`config.mk`:
```
export PLATFORM = sky130hd
export DESIGN_NAME = mips_trace_buffer
export DESIGN_NICKNAME = d
export VERILOG_FILES = /design/src/rtl/mips_trace_buffer.sv
export SDC_FILE = /design/constraint.sdc
export NUM_CORES = 1
export LEC_CHECK = 0
export BUFFER_PORTS_ARGS = -buffer_cell sky130_fd_sc_hd__buf_2
export CAP_MARGIN = 20
export CORE_MARGIN = 2
export CORE_UTILIZATION = 57
export DETAILED_ROUTE_END_ITERATION = 7
export PLACE_DENSITY = 0.79
export SKIP_CTS_REPAIR_TIMING = 1
export SLEW_MARGIN = 30
export SYNTH_ARGS = -nofsm -noshare
export SYNTH_HDL_FRONTEND = slang
export SYNTH_SLANG_ARGS = --single-unit
```
`constraint.sdc`:
```
create_clock -name clk -period 3.3 [get_ports clk]
set_clock_uncertainty 0.05 [all_clocks]
set_input_delay 0.165 -clock clk [delete_from_list [all_inputs] [get_ports clk]]
set_output_delay 0.165 -clock clk [all_outputs]
set_load 0.05 [all_outputs]
```
`src/rtl/mips_trace_buffer.sv`:
```
// mips_trace_buffer: observer-side trace sink for the MIPS core.
// Captures one (pc, alu) pair per enabled clock into a DEPTH-entry FIFO.
// The FIFO is first-word-fall-through and drains over a valid/ready read port.
// Overflow handling: a capture that arrives while the FIFO is full and not popping
// is dropped. It sets the sticky overflow flag and bumps a saturating drop counter.
//
// Optional feature (macro TRACE_DEDUP_EN): a capture whose pc equals the last
// pushed pc is suppressed. It is neither stored nor counted as a drop.
//
// Ports:
//   clk, rst_n      clock, asynchronous active-low reset
//   clr             synchronous flush of FIFO, overflow flag and drop counter
//   cap_en          capture enable
//   pc_in, alu_in   sample inputs from the core
//   rd_valid        head entry available
//   rd_ready        reader accepts head entry
//   rd_pc, rd_alu   head entry (0 when empty)
//   count           entries stored, 0..DEPTH
//   overflow        sticky dropped-sample flag
//   drop_cnt        saturating dropped-sample counter
module mips_trace_buffer #(
    parameter int unsigned DEPTH  = 4,
    parameter int unsigned PTR_W  = 2,
    parameter int unsigned DROP_W = 8
) (
    input  logic              clk,
    input  logic              rst_n,
    input  logic              clr,
    input  logic              cap_en,
    input  logic [31:0]       pc_in,
    input  logic [31:0]       alu_in,
    output logic              rd_valid,
    input  logic              rd_ready,
    output logic [31:0]       rd_pc,
    output logic [31:0]       rd_alu,
    output logic [PTR_W:0]    count,
    output logic              overflow,
    output logic [DROP_W-1:0] drop_cnt
);

    localparam int unsigned CNT_W = PTR_W + 1;
    localparam logic [CNT_W-1:0] FULL_CNT = CNT_W'(DEPTH);
    localparam logic [PTR_W-1:0] LAST_PTR = PTR_W'(DEPTH - 1);

    logic [31:0]      mem_pc  [DEPTH];
    logic [31:0]      mem_alu [DEPTH];
    logic [PTR_W-1:0] wr_ptr;
    logic [PTR_W-1:0] rd_ptr;
    logic             empty;
    logic             full;
    logic             cand;
    logic             push;
    logic             pop;
    logic             drop;

    assign empty = (count == '0);
    assign full  = (count == FULL_CNT);

`ifdef TRACE_DEDUP_EN
    // Remember the most recently stored pc so repeats can be suppressed.
    logic [31:0] last_pc;
    logic        last_valid;

    assign cand = cap_en && !(last_valid && (pc_in == last_pc));

    always_ff @(posedge clk or negedge rst_n) begin
        if (!rst_n) begin
            last_valid <= 1'b0;
            last_pc    <= '0;
        end else if (clr) begin
            last_valid <= 1'b0;
        end else if (push) begin
            last_valid <= 1'b1;
            last_pc    <= pc_in;
        end
    end
`else
    assign cand = cap_en;
`endif

    // A full FIFO still accepts a capture when the head leaves in the same cycle.
    assign pop  = !empty && rd_ready;
    assign push = cand && (!full || pop);
    assign drop = cand && full && !pop;

    // Head entry falls through combinationally; zeroed when nothing is stored.
    assign rd_valid = !empty;
    assign rd_pc    = empty ? 32'h0 : mem_pc[rd_ptr];
    assign rd_alu   = empty ? 32'h0 : mem_alu[rd_ptr];

    // Storage needs no reset; only entries behind valid pointers are observed.
    always_ff @(posedge clk) begin
        if (push && !clr) begin
            mem_pc[wr_ptr]  <= pc_in;
            mem_alu[wr_ptr] <= alu_in;
        end
    end

    // Pointers and occupancy.
    always_ff @(posedge clk or negedge rst_n) begin
        if (!rst_n) begin
            wr_ptr <= '0;
            rd_ptr <= '0;
            count  <= '0;
        end else if (clr) begin
            wr_ptr <= '0;
            rd_ptr <= '0;
            count  <= '0;
        end else begin
            if (push) begin
                wr_ptr <= (wr_ptr == LAST_PTR) ? '0 : wr_ptr + PTR_W'(1);
            end
            if (pop) begin
                rd_ptr <= (rd_ptr == LAST_PTR) ? '0 : rd_ptr + PTR_W'(1);
            end
            case ({push, pop})
                2'b10:   count <= count + CNT_W'(1);
                2'b01:   count <= count - CNT_W'(1);
                default: count <= count;
            endcase
        end
    end

    // Sticky overflow flag and saturating drop counter.
    always_ff @(posedge clk or negedge rst_n) begin
        if (!rst_n) begin
            overflow <= 1'b0;
            drop_cnt <= '0;
        end else if (clr) begin
            overflow <= 1'b0;
            drop_cnt <= '0;
        end else if (drop) begin
            overflow <= 1'b1;
            if (drop_cnt != '1) begin
                drop_cnt <= drop_cnt + DROP_W'(1);
            end
        end
    end

endmodule

```
==> run_results.csv, run 1 <==
group,metric,value,unit
cells_and_area,nNetsFinal,813,
sta,post-route-min-period,2.89,ns
cells_and_area,layout-area-overhead-vs-synth,24.0,%
clocking,cts_tree,"yes",
sta,tightestPinTransition,0.644,ns
worst_setup_path,cp_max_fo,31,
power,peakVddDrop,502,uV
worst_setup_path,crit_type,"flop to output port",
worst_setup_path,worstSetupStartpointType,"flop",
sta,slew_violations,0,
sta,holdWs,0.0123,ns
global_routing,grt_usage,19.3,%
clocking,root_buffer,"clkbuf_16",
floorplan,start_util,57.6,%
floorplan,design.die.area,0.0198,mm2
worst_setup_path,cp.arrival,2.67,ns
placed_design,hpwl,10.9,mm
placed_design,gp_congestion,0.751,
yosys,yosys_warnings,0,
yosys,yosysSeqAreaShare,75.8,%
yosys,synth-edff-count,256,
routing,routed_wirelength,20.0,mm
yosys,avgSynthCellArea,20.7,um2
cells_and_area,layout.cells.non_filler,991,
global_routing,grtUsageMet1,25.6,%
global_routing,grt_max_degree,67,
global_routing,grt_first_pass_wirelength,29.6,mm
yosys,synth_cells,515,
cells_and_area,post-route-util,71.4,%
cells_and_area,fillers,1095,
routing,drt_first_pass_iters,5,
global_routing,use_met3,5.30,%
clocking,clockBufferDepth,3,
global_routing,gr-usage-met2,32.8,%
global_routing,antenna_found_initial,0,
clocking,clk_latency,0.51,ns
cells_and_area,drive_gt1_share,35.3,%
global_routing,grt_pass1_vias,5540,
routing,antenna_left,0,
clocking,cts_buffers,27,
routing,drc,0,
routing,vias_per_cell,5.62,
floorplan,rows,50,
worst_setup_path,required,3.08,ns
yosys,synth_top_cell_by_area,"edfxtp_1",
min_path,min_path_type,"primary input to flop",
yosys,ys_ff_latch,272,
yosys,synth_nets,591,
routing,dr_total_vias,5568,
worst_setup_path,crit_path_end,"rd_pc[1]",
sta,rsz0062_at_grt,"false",
worst_setup_path,rr_startpoint,"count[0]",
sta,maxSlewHeadroom,57.1,%
floorplan,coreArea,0.0185,mm2
yosys,synthesis.area,0.0107,mm2
sta,setup_viol_count_final,0,
routing,drt_iter0_drc,398,
placed_design,dp_cells,871,
sta,fmax,346,MHz
floorplan,pin_count,146,
clocking,clk_transition_reported_paths,0.06,ns
global_routing,grt.overflow.total,0,
power,power-per-cell-area,608,mW/mm2
routing,wl_per_cell,20.2,um
yosys,synth_cell_types,41,
yosys,synth-main-ff-cell,"edfxtp_1",
yosys,netlist.area_leader.share,72.1,%
global_routing,grt-busiest-layer,"met2",
sta,fin_crit_sh,87.5,%
cells_and_area,antenna_cells,0,
sta,hold_viol,0,
worst_setup_path,critPathCaptureType,"output port",
placed_design,placed_area,0.0116,mm2
worst_setup_path,ff2ff_path_depth,7,
power,p_leak,4.68,nW
floorplan,die_y,141,um
clocking,htreeDepth,1,
sta,final.setup.tns,0,ns
yosys,synthArstFlopShare,5.88,%
run_status,outcome,"completed",
flow_run,max-cap-violations,0,
yosys,synth_area_leaders,"edfxtp_1 72%, mux4_2 14%, and2_1 4.0%, dfrtp_1 3.8%, ha_1 0.70%",
cells_and_area,fin_area,0.0132,mm2
worst_setup_path,rrSetupSlack,0.78,ns
placed_design,portBuffers,145,
floorplan,die_x,141,um
clocking,clock_sinks,272,
worst_setup_path,crit_path_start,"rd_ptr[0]",
worst_setup_path,r2r_end,"count[2]",
-- sequential cells by signal, indices dropped and copies added, names as in the netlist --
name,cells
mem_pc,128
drop_cnt,8
overflow,1
rd_ptr,2
wr_ptr,2
mem_alu,128
count,3
-- worst max-delay path: stages (launching register included) --
cell     delay [ns]
dfrtp_4        0.83
buf_4          0.40
mux4_2         0.55
and2_1         0.17
buf_2          0.20
-- worst min-delay path by stage --
stage          startpoint          end  cells past startpoint  slack (ns)
2_1_floorplan       rst_n     count[0]                      0       -0.18
4_1_cts             rst_n  drop_cnt[6]                      1       -0.49
3_5_place_dp        rst_n  drop_cnt[2]                      1        0.06
3_3_place_gp        rst_n  drop_cnt[6]                      1        0.04
6_report           cap_en    wr_ptr[1]                      3        0.01
5_1_grt            cap_en    wr_ptr[1]                      3        0.03
-- cells by family after synthesis --
group / share of synthesized area (%)
flip-flops: 75.8
AO/OA/AOI/OAI: 1.55
XOR/XNOR: 0.493
multiplexers: 13.8
adder cells (fa/ha/maj): 0.892
buffers and inverters: 1.26
AND/OR/NAND/NOR: 6.17
-- routing by layer --
metal | routed length (um) | share of wire (%) | vias to the layer above
met5 | 0 | 0 | -
met4 | 324 | 1.6 | 0
met3 | 1220 | 6.1 | 24
met2 | 10100 | 51 | 174
met1 | 8330 | 42 | 2855
li1 | - | - | 2515
-- power by group --
group,switching (mW),internal [mW]
combinational,0.796,0.419
sequential,0.0641,3.87
clock,1.21,1.67
-- area by class of cell --
| type | instances | area, um2 | area share, % |
|---|---|---|---|
| sequential | 272 | 8100 | 61.2 |
| clock inverter | 17 | 138 | 1.04 |
| timing repair buffer | 220 | 1530 | 11.6 |
| inverter | 3 | 11.3 | 0.0851 |
| clock buffer | 32 | 704 | 5.33 |
| tap | 234 | 293 | 2.21 |
| multi-input combinational | 213 | 2450 | 18.6 |
-- cells in the final DEF, fill, tap and decap left out, types with 2 or more instances in the layout --
cell / instances
o2111ai_1: 2
nor2b_1: 2
buf_2: 145
clkinvlp_4: 3
clkbuf_16: 27
buf_4: 2
edfxtp_1: 256
nor3_1: 3
ha_1: 6
and2_4: 4
clkbuf_1: 4
clkinv_2: 4
xor2_1: 4
bufinv_16: 2
inv_1: 3
mux2i_1: 2
or3_1: 4
nor2_1: 10
clkinv_1: 7
o21ai_0: 4
and2_1: 65
dfrtp_1: 14
buf_12: 6
nand3_1: 4
mux4_2: 64
dfrtp_4: 2
a21oi_1: 10
xnor2_1: 2
nand2_1: 9
dlygate4sd3_1: 67
-- stage by stage --
stage               setup slack (ns)  total power, mW
floorplan                     0.0216             4.85
global placement               0.874             5.13
detailed placement             0.763             5.16
CTS                            0.308             8.04
global route                   0.181             8.31
finish                         0.412             8.04
-- Yosys cell counts, types with 2 or more instances --
master       n
edfxtp_1   256
and2_1      69
mux4_2      64
clkbuf_1    16
dfrtp_1     16
a21oi_1     10
nor2_1      10
nand2_1      9
buf_2        8
ha_1         6
nand3_1      4
o21ai_0      4
or3_1        4
xor2_1       4
inv_1        3
nor3_1       3
mux2i_1      2
nor2b_1      2
o2111ai_1    2
xnor2_1      2
Note: power is estimated with default switching activity, not from simulation.
==> inputs of run 2 (changes only) <==
--- a/config.mk
+++ b/config.mk
@@ -9,7 +9,9 @@
 export CAP_MARGIN = 20
 export CORE_MARGIN = 2
 export CORE_UTILIZATION = 57
+export CTS_BUF_LIST = sky130_fd_sc_hd__clkbuf_16
 export DETAILED_ROUTE_END_ITERATION = 7
+export GPL_ROUTABILITY_DRIVEN = 0
 export PLACE_DENSITY = 0.79
 export SKIP_CTS_REPAIR_TIMING = 1
 export SLEW_MARGIN = 30
==> run 2 against run 1 <==
- final area about the same
- count of clock-buffer cells in the layout decreased by 5
- via count about the same
- sequential cell count is the same
- final cell count is the same
- routed wire length rose by 0.13%
- worst setup slack improved by 0.00095 ns
- die area unchanged
- fmax is essentially flat
- sequential power is essentially flat
- clock power is 1% lower
- sequential share of layout area about the same
- highest routed layer unchanged
==> run_results.csv, run 2 (synthesized netlist as in run 1, its figures left out) <==
group,metric,value,unit
run_status,outcome,"completed",
placed_design,portBuffers,145,
worst_setup_path,crit_path_start,"rd_ptr[0]",
global_routing,antenna_found_initial,0,
global_routing,grt.overflow.total,0,
worst_setup_path,ff2ff_path_depth,7,
clocking,clock_sinks,272,
sta,post-route-min-period,2.89,ns
cells_and_area,post-route-util,71.4,%
floorplan,pin_count,146,
clocking,htreeDepth,1,
clocking,clk_transition_reported_paths,0.06,ns
sta,maxSlewHeadroom,57.2,%
power,power-per-cell-area,606,mW/mm2
sta,setup_viol_count_final,0,
min_path,hp-start,"cap_en",
global_routing,grt_first_pass_wirelength,29.6,mm
placed_design,hpwl,10.9,mm
routing,dr_total_vias,5573,
worst_setup_path,path_delay_family,"flip-flops",
placed_design,dp_cells,871,
routing,vias_per_cell,5.62,
worst_setup_path,critPathCaptureType,"output port",
sta,final.setup.tns,0,ns
clocking,cts_tree,"yes",
worst_setup_path,required,3.08,ns
routing,drt_first_pass_iters,4,
floorplan,coreArea,0.0185,mm2
routing,wl_per_cell,20.2,um
sta,slew_violations,0,
worst_setup_path,cp.arrival,2.67,ns
power,p_leak,4.69,nW
floorplan,start_util,57.6,%
cells_and_area,final_cell_mix,"256 x edfxtp_1, 145 x buf_2, 67 x dlygate4sd3_1, 65 x and2_1, 64 x mux4_2",
routing,routed_wirelength,20.0,mm
routing,antenna_left,0,
routing,drc,0,
cells_and_area,final_common_cell,"edfxtp_1",
clocking,root_buffer,"clkbuf_16",
sta,hold_viol,0,
sta,tightestPinTransition,0.643,ns
cells_and_area,antenna_cells,0,
floorplan,die_y,141,um
min_path,holdPathStages,3,
worst_setup_path,crit_type,"flop to output port",
worst_setup_path,critPathBufInv,2,
sta,fmax,346,MHz
power,power.total,8.00,mW
clocking,clk_latency,0.51,ns
worst_setup_path,crit_slowest_cell,"dfrtp_4",
sta,rsz0062_at_grt,"false",
worst_setup_path,worstSetupStartpointType,"flop",
worst_setup_path,r2r_end,"count[2]",
cells_and_area,drive_gt1_share,35.1,%
power,peakVddDrop,501,uV
clocking,clockBufferDepth,3,
min_path,min_path_type,"primary input to flop",
flow_run,max-cap-violations,0,
global_routing,grt_usage,19.3,%
worst_setup_path,path_cells,"buf_4, mux4_2, and2_1, buf_2",
floorplan,die_x,141,um
cells_and_area,nNetsFinal,813,
worst_setup_path,critPathMaxStageDelay,0.83,ns
min_path,whs_endpoint,"wr_ptr[1]",
routing,drt_iter0_drc,385,
global_routing,grt_max_degree,67,
worst_setup_path,cp_max_fo,31,
clocking,cts_buffers,27,
sta,fin_crit_sh,87.5,%
cells_and_area,top_regs,"mem_alu: 128 flops, mem_pc: 128 flops, drop_cnt: 8 flops",
global_routing,grt_pass1_vias,5540,
floorplan,rows,50,
cells_and_area,layout-area-overhead-vs-synth,23.9,%
worst_setup_path,rrSetupSlack,0.78,ns
worst_setup_path,rr_startpoint,"count[0]",
cells_and_area,layout.cells.non_filler,991,
floorplan,design.die.area,0.0198,mm2
[run 2: power by group]
| part | internal, mW | switching (mW) |
|---|---|---|
| registers | 3.87 | 0.0640 |
| logic | 0.419 | 0.795 |
| clock network | 1.64 | 1.22 |
[run 2: worst max path at each step]
stage / endpoint / slack (ns) / cells past startpoint
2_1_floorplan: mem_alu[0][0] / 0.02 / 4
3_3_place_gp: count[2] / 0.87 / 7
3_5_place_dp: mem_alu[0][3] / 0.76 / 4
4_1_cts: rd_pc[1] / 0.31 / 4
5_1_grt: rd_pc[1] / 0.18 / 4
6_report: rd_pc[1] / 0.41 / 4
[run 2: layout make-up]
| class | instances | area, um2 |
|---|---|---|
| flip-flops and latches | 272 | 8100 |
| fillers | 1097 | 5300 |
| multi-input cells | 213 | 2450 |
| repair buffers | 220 | 1530 |
| clock buffers | 27 | 676 |
| well taps | 234 | 293 |
| clock inverters | 22 | 156 |
| inverters | 3 | 11.3 |
[run 2: metrics by stage]
| step | setup slack (ns) | area, um2 | hold slack (ns) |
|---|---|---|---|
| final | 0.413 | 13200 | 0.0153 |
| after detailed placement | 0.763 | 11600 | 0.0554 |
| after global placement | 0.874 | 11600 | 0.0394 |
| after CTS | 0.308 | 12500 | -0.493 |
| after floorplan | 0.0216 | 10700 | -0.181 |
| after global routing | 0.181 | 13200 | 0.0284 |
[run 2: per-layer routing]
metal / GRT usage (%) / vias to the layer above / routed length [um]
met5: 0 / - / 0
met1: 25.6 / 2875 / 8340
li1: - / 2514 / -
met2: 32.8 / 160 / 10300
met3: 5.30 / 24 / 1110
met4: 4.21 / 0 / 324
[run 2: tightest hold or removal path: stages]
cell     delay, ns
buf_2         0.20
nand3_1       0.10
a21oi_1       0.06
==> inputs of run 3 (changes only) <==
--- a/config.mk
+++ b/config.mk
@@ -12,6 +12,7 @@
 export CTS_BUF_LIST = sky130_fd_sc_hd__clkbuf_16
 export DETAILED_ROUTE_END_ITERATION = 7
 export GPL_ROUTABILITY_DRIVEN = 0
+export GPL_TIMING_DRIVEN = 0
 export PLACE_DENSITY = 0.79
 export SKIP_CTS_REPAIR_TIMING = 1
 export SLEW_MARGIN = 30
==> run 3 against run 2 <==
- sequential cell count did not move
- largest power group unchanged
- highest routed layer unchanged
- worst hold slack improved by 0.027 ns
- final cell count rose by 2.2%
- non-clock buffer count rose by 21
- critical path type unchanged
- clock power rose by 7%
- utilization rose by 0.57 points
- count of clock-buffer cells in the layout did not move
==> run_results.csv, run 3 (synthesized netlist as in run 1, its figures left out) <==
group,metric,value,unit
clocking,root_buffer,"clkbuf_16",
clocking,htreeDepth,1,
clocking,clockBufferDepth,3,
sta,slew_violations,0,
sta,holdWs,0.0423,ns
worst_setup_path,crit_top_cell,"clkbuf_1",
worst_setup_path,worstSetupStartpointType,"flop",
worst_setup_path,required,3.08,ns
cells_and_area,antenna_cells,0,
clocking,clk_latency,0.52,ns
worst_setup_path,critPathBufInv,3,
clocking,clock_sinks,272,
sta,fin_crit_sh,89.1,%
clocking,clk_transition_reported_paths,0.06,ns
routing,antenna_left,0,
cells_and_area,final_common_cell,"edfxtp_1",
cells_and_area,multi_input_area,0.00245,mm2
worst_setup_path,crit_slowest_cell,"clkbuf_1",
cells_and_area,fillers,1135,
cells_and_area,seq_area,0.00809,mm2
worst_setup_path,path_cells,"clkbuf_1, clkbuf_1, mux4_2, and2_1, buf_2",
run_status,outcome,"completed",
sta,hold_viol,0,
sta,fmax,340,MHz
power,power.total,8.21,mW
routing,drc,0,
worst_setup_path,cp.arrival,2.73,ns
global_routing,grt_max_degree,37,
sta,maxSlewHeadroom,54.6,%
floorplan,start_util,57.6,%
routing,routed_wirelength,20.8,mm
worst_setup_path,path_delay_family,"buffers and inverters",
placed_design,portBuffers,144,
global_routing,antenna_found_initial,0,
global_routing,grt.overflow.total,0,
sta,post-route-min-period,2.94,ns
clocking,cts_buffers,27,
cells_and_area,drive_gt1_share,34.9,%
power,peakVddDrop,471,uV
sta,fin_ws,0.358,ns
global_routing,grt_first_pass_wirelength,31.2,mm
sta,rsz0062_at_grt,"false",
cells_and_area,post-route-util,71.9,%
floorplan,design.die.area,0.0198,mm2
worst_setup_path,critPathCaptureType,"output port",
worst_setup_path,cp_max_fo,10,
floorplan,pin_count,146,
cells_and_area,layout-area-overhead-vs-synth,24.9,%
cells_and_area,top_regs,"mem_alu: 128 flops, mem_pc: 128 flops, drop_cnt: 8 flops",
sta,final.setup.tns,0,ns
worst_setup_path,crit_type,"flop to output port",
floorplan,rows,50,
global_routing,grt_usage,20.4,%
floorplan,die_x,141,um
placed_design,hpwl,12.6,mm
routing,dr_total_vias,5721,
placed_design,place_ws,0.725,ns
global_routing,grt_pass1_vias,5732,
routing,vias_per_cell,5.65,
clocking,cts_tree,"yes",
routing,drt_iter0_drc,359,
min_path,min_path_type,"primary input to flop",
sta,setup_viol_count_final,0,
cells_and_area,nNetsFinal,834,
routing,wl_per_cell,20.6,um
worst_setup_path,critPathMaxStageDelay,0.57,ns
flow_run,max-cap-violations,0,
routing,drt_first_pass_iters,4,
power,power-per-cell-area,616,mW/mm2
floorplan,die_y,141,um
floorplan,coreArea,0.0185,mm2
cells_and_area,final_cell_mix,"256 x edfxtp_1, 152 x buf_2, 66 x dlygate4sd3_1, 65 x and2_1, 64 x mux4_2",
power,p_leak,4.77,nW
sta,tightestPinTransition,0.681,ns
==> run 3: cell types whose count changed in the layout (fill, tap and decap cells not counted), moves of 2 or more <==
cell	before	now
buf_2	145	152
clkinv_4	0	2
buf_12	6	4
dfrtp_4	2	0
clkbuf_1	0	16
bufinv_16	2	4
dfrtp_1	14	16
clkinv_1	8	6
clkinvlp_4	3	1
==> run 3: through the flow <==
stage	std cells	instance area, um2
6_report	1013	13300
5_1_grt	1013	13300
3_3_place_gp	893	11700
2_1_floorplan	515	10700
4_1_cts	947	12700
3_5_place_dp	897	11800
==> run 3: worst paths after layout <==
kind                       slack (ns)          end  cells after the start      start
setup / recovery                 0.36   rd_alu[12]                      5  rd_ptr[1]
hold / removal                   0.04     overflow                      4   rd_ready
setup reg to reg                 0.66     count[2]                      8   count[0]
hold reg to reg                  0.45     overflow                      2   overflow
max in group asynchronous        2.86     count[0]                      2      rst_n
min in group asynchronous        0.05  drop_cnt[3]                      2      rst_n
==> run 3: worst min-delay path: stages <==
cell and delay, ns:
buf_2 0.14, nor4b_4 0.08, a21oi_1 0.14, nor2_1 0.05
==> run 3: power breakdown <==
part | switching, mW | internal (mW) | leakage, nW | total (mW)
logic | 0.846 | 0.425 | 1.77 | 1.27
clock network | 1.24 | 1.80 | 0.452 | 3.04
registers | 0.0293 | 3.87 | 2.55 | 3.90
total | 2.11 | 6.10 | 4.77 | 8.21
==> run 3: cell type report <==
cell class,count,area share [%]
buffer,27,0.920
clock buffer,27,5.07
clock inverter,23,1.62
inverter,3,0.0845
multi-input combinational,213,18.4
sequential,272,60.7
tap,234,2.20
timing repair buffer,214,11.0
==> run 3: layer usage <==
metal	wire length [um]	track usage [%]	part of all wire [%]	vias up
li1	-	-	-	2562
met2	10800	34.9	52	185
met1	8550	26.6	41	2946
met5	0	0	0	-
met4	284	4.58	1.4	0
met3	1150	5.43	5.5	28
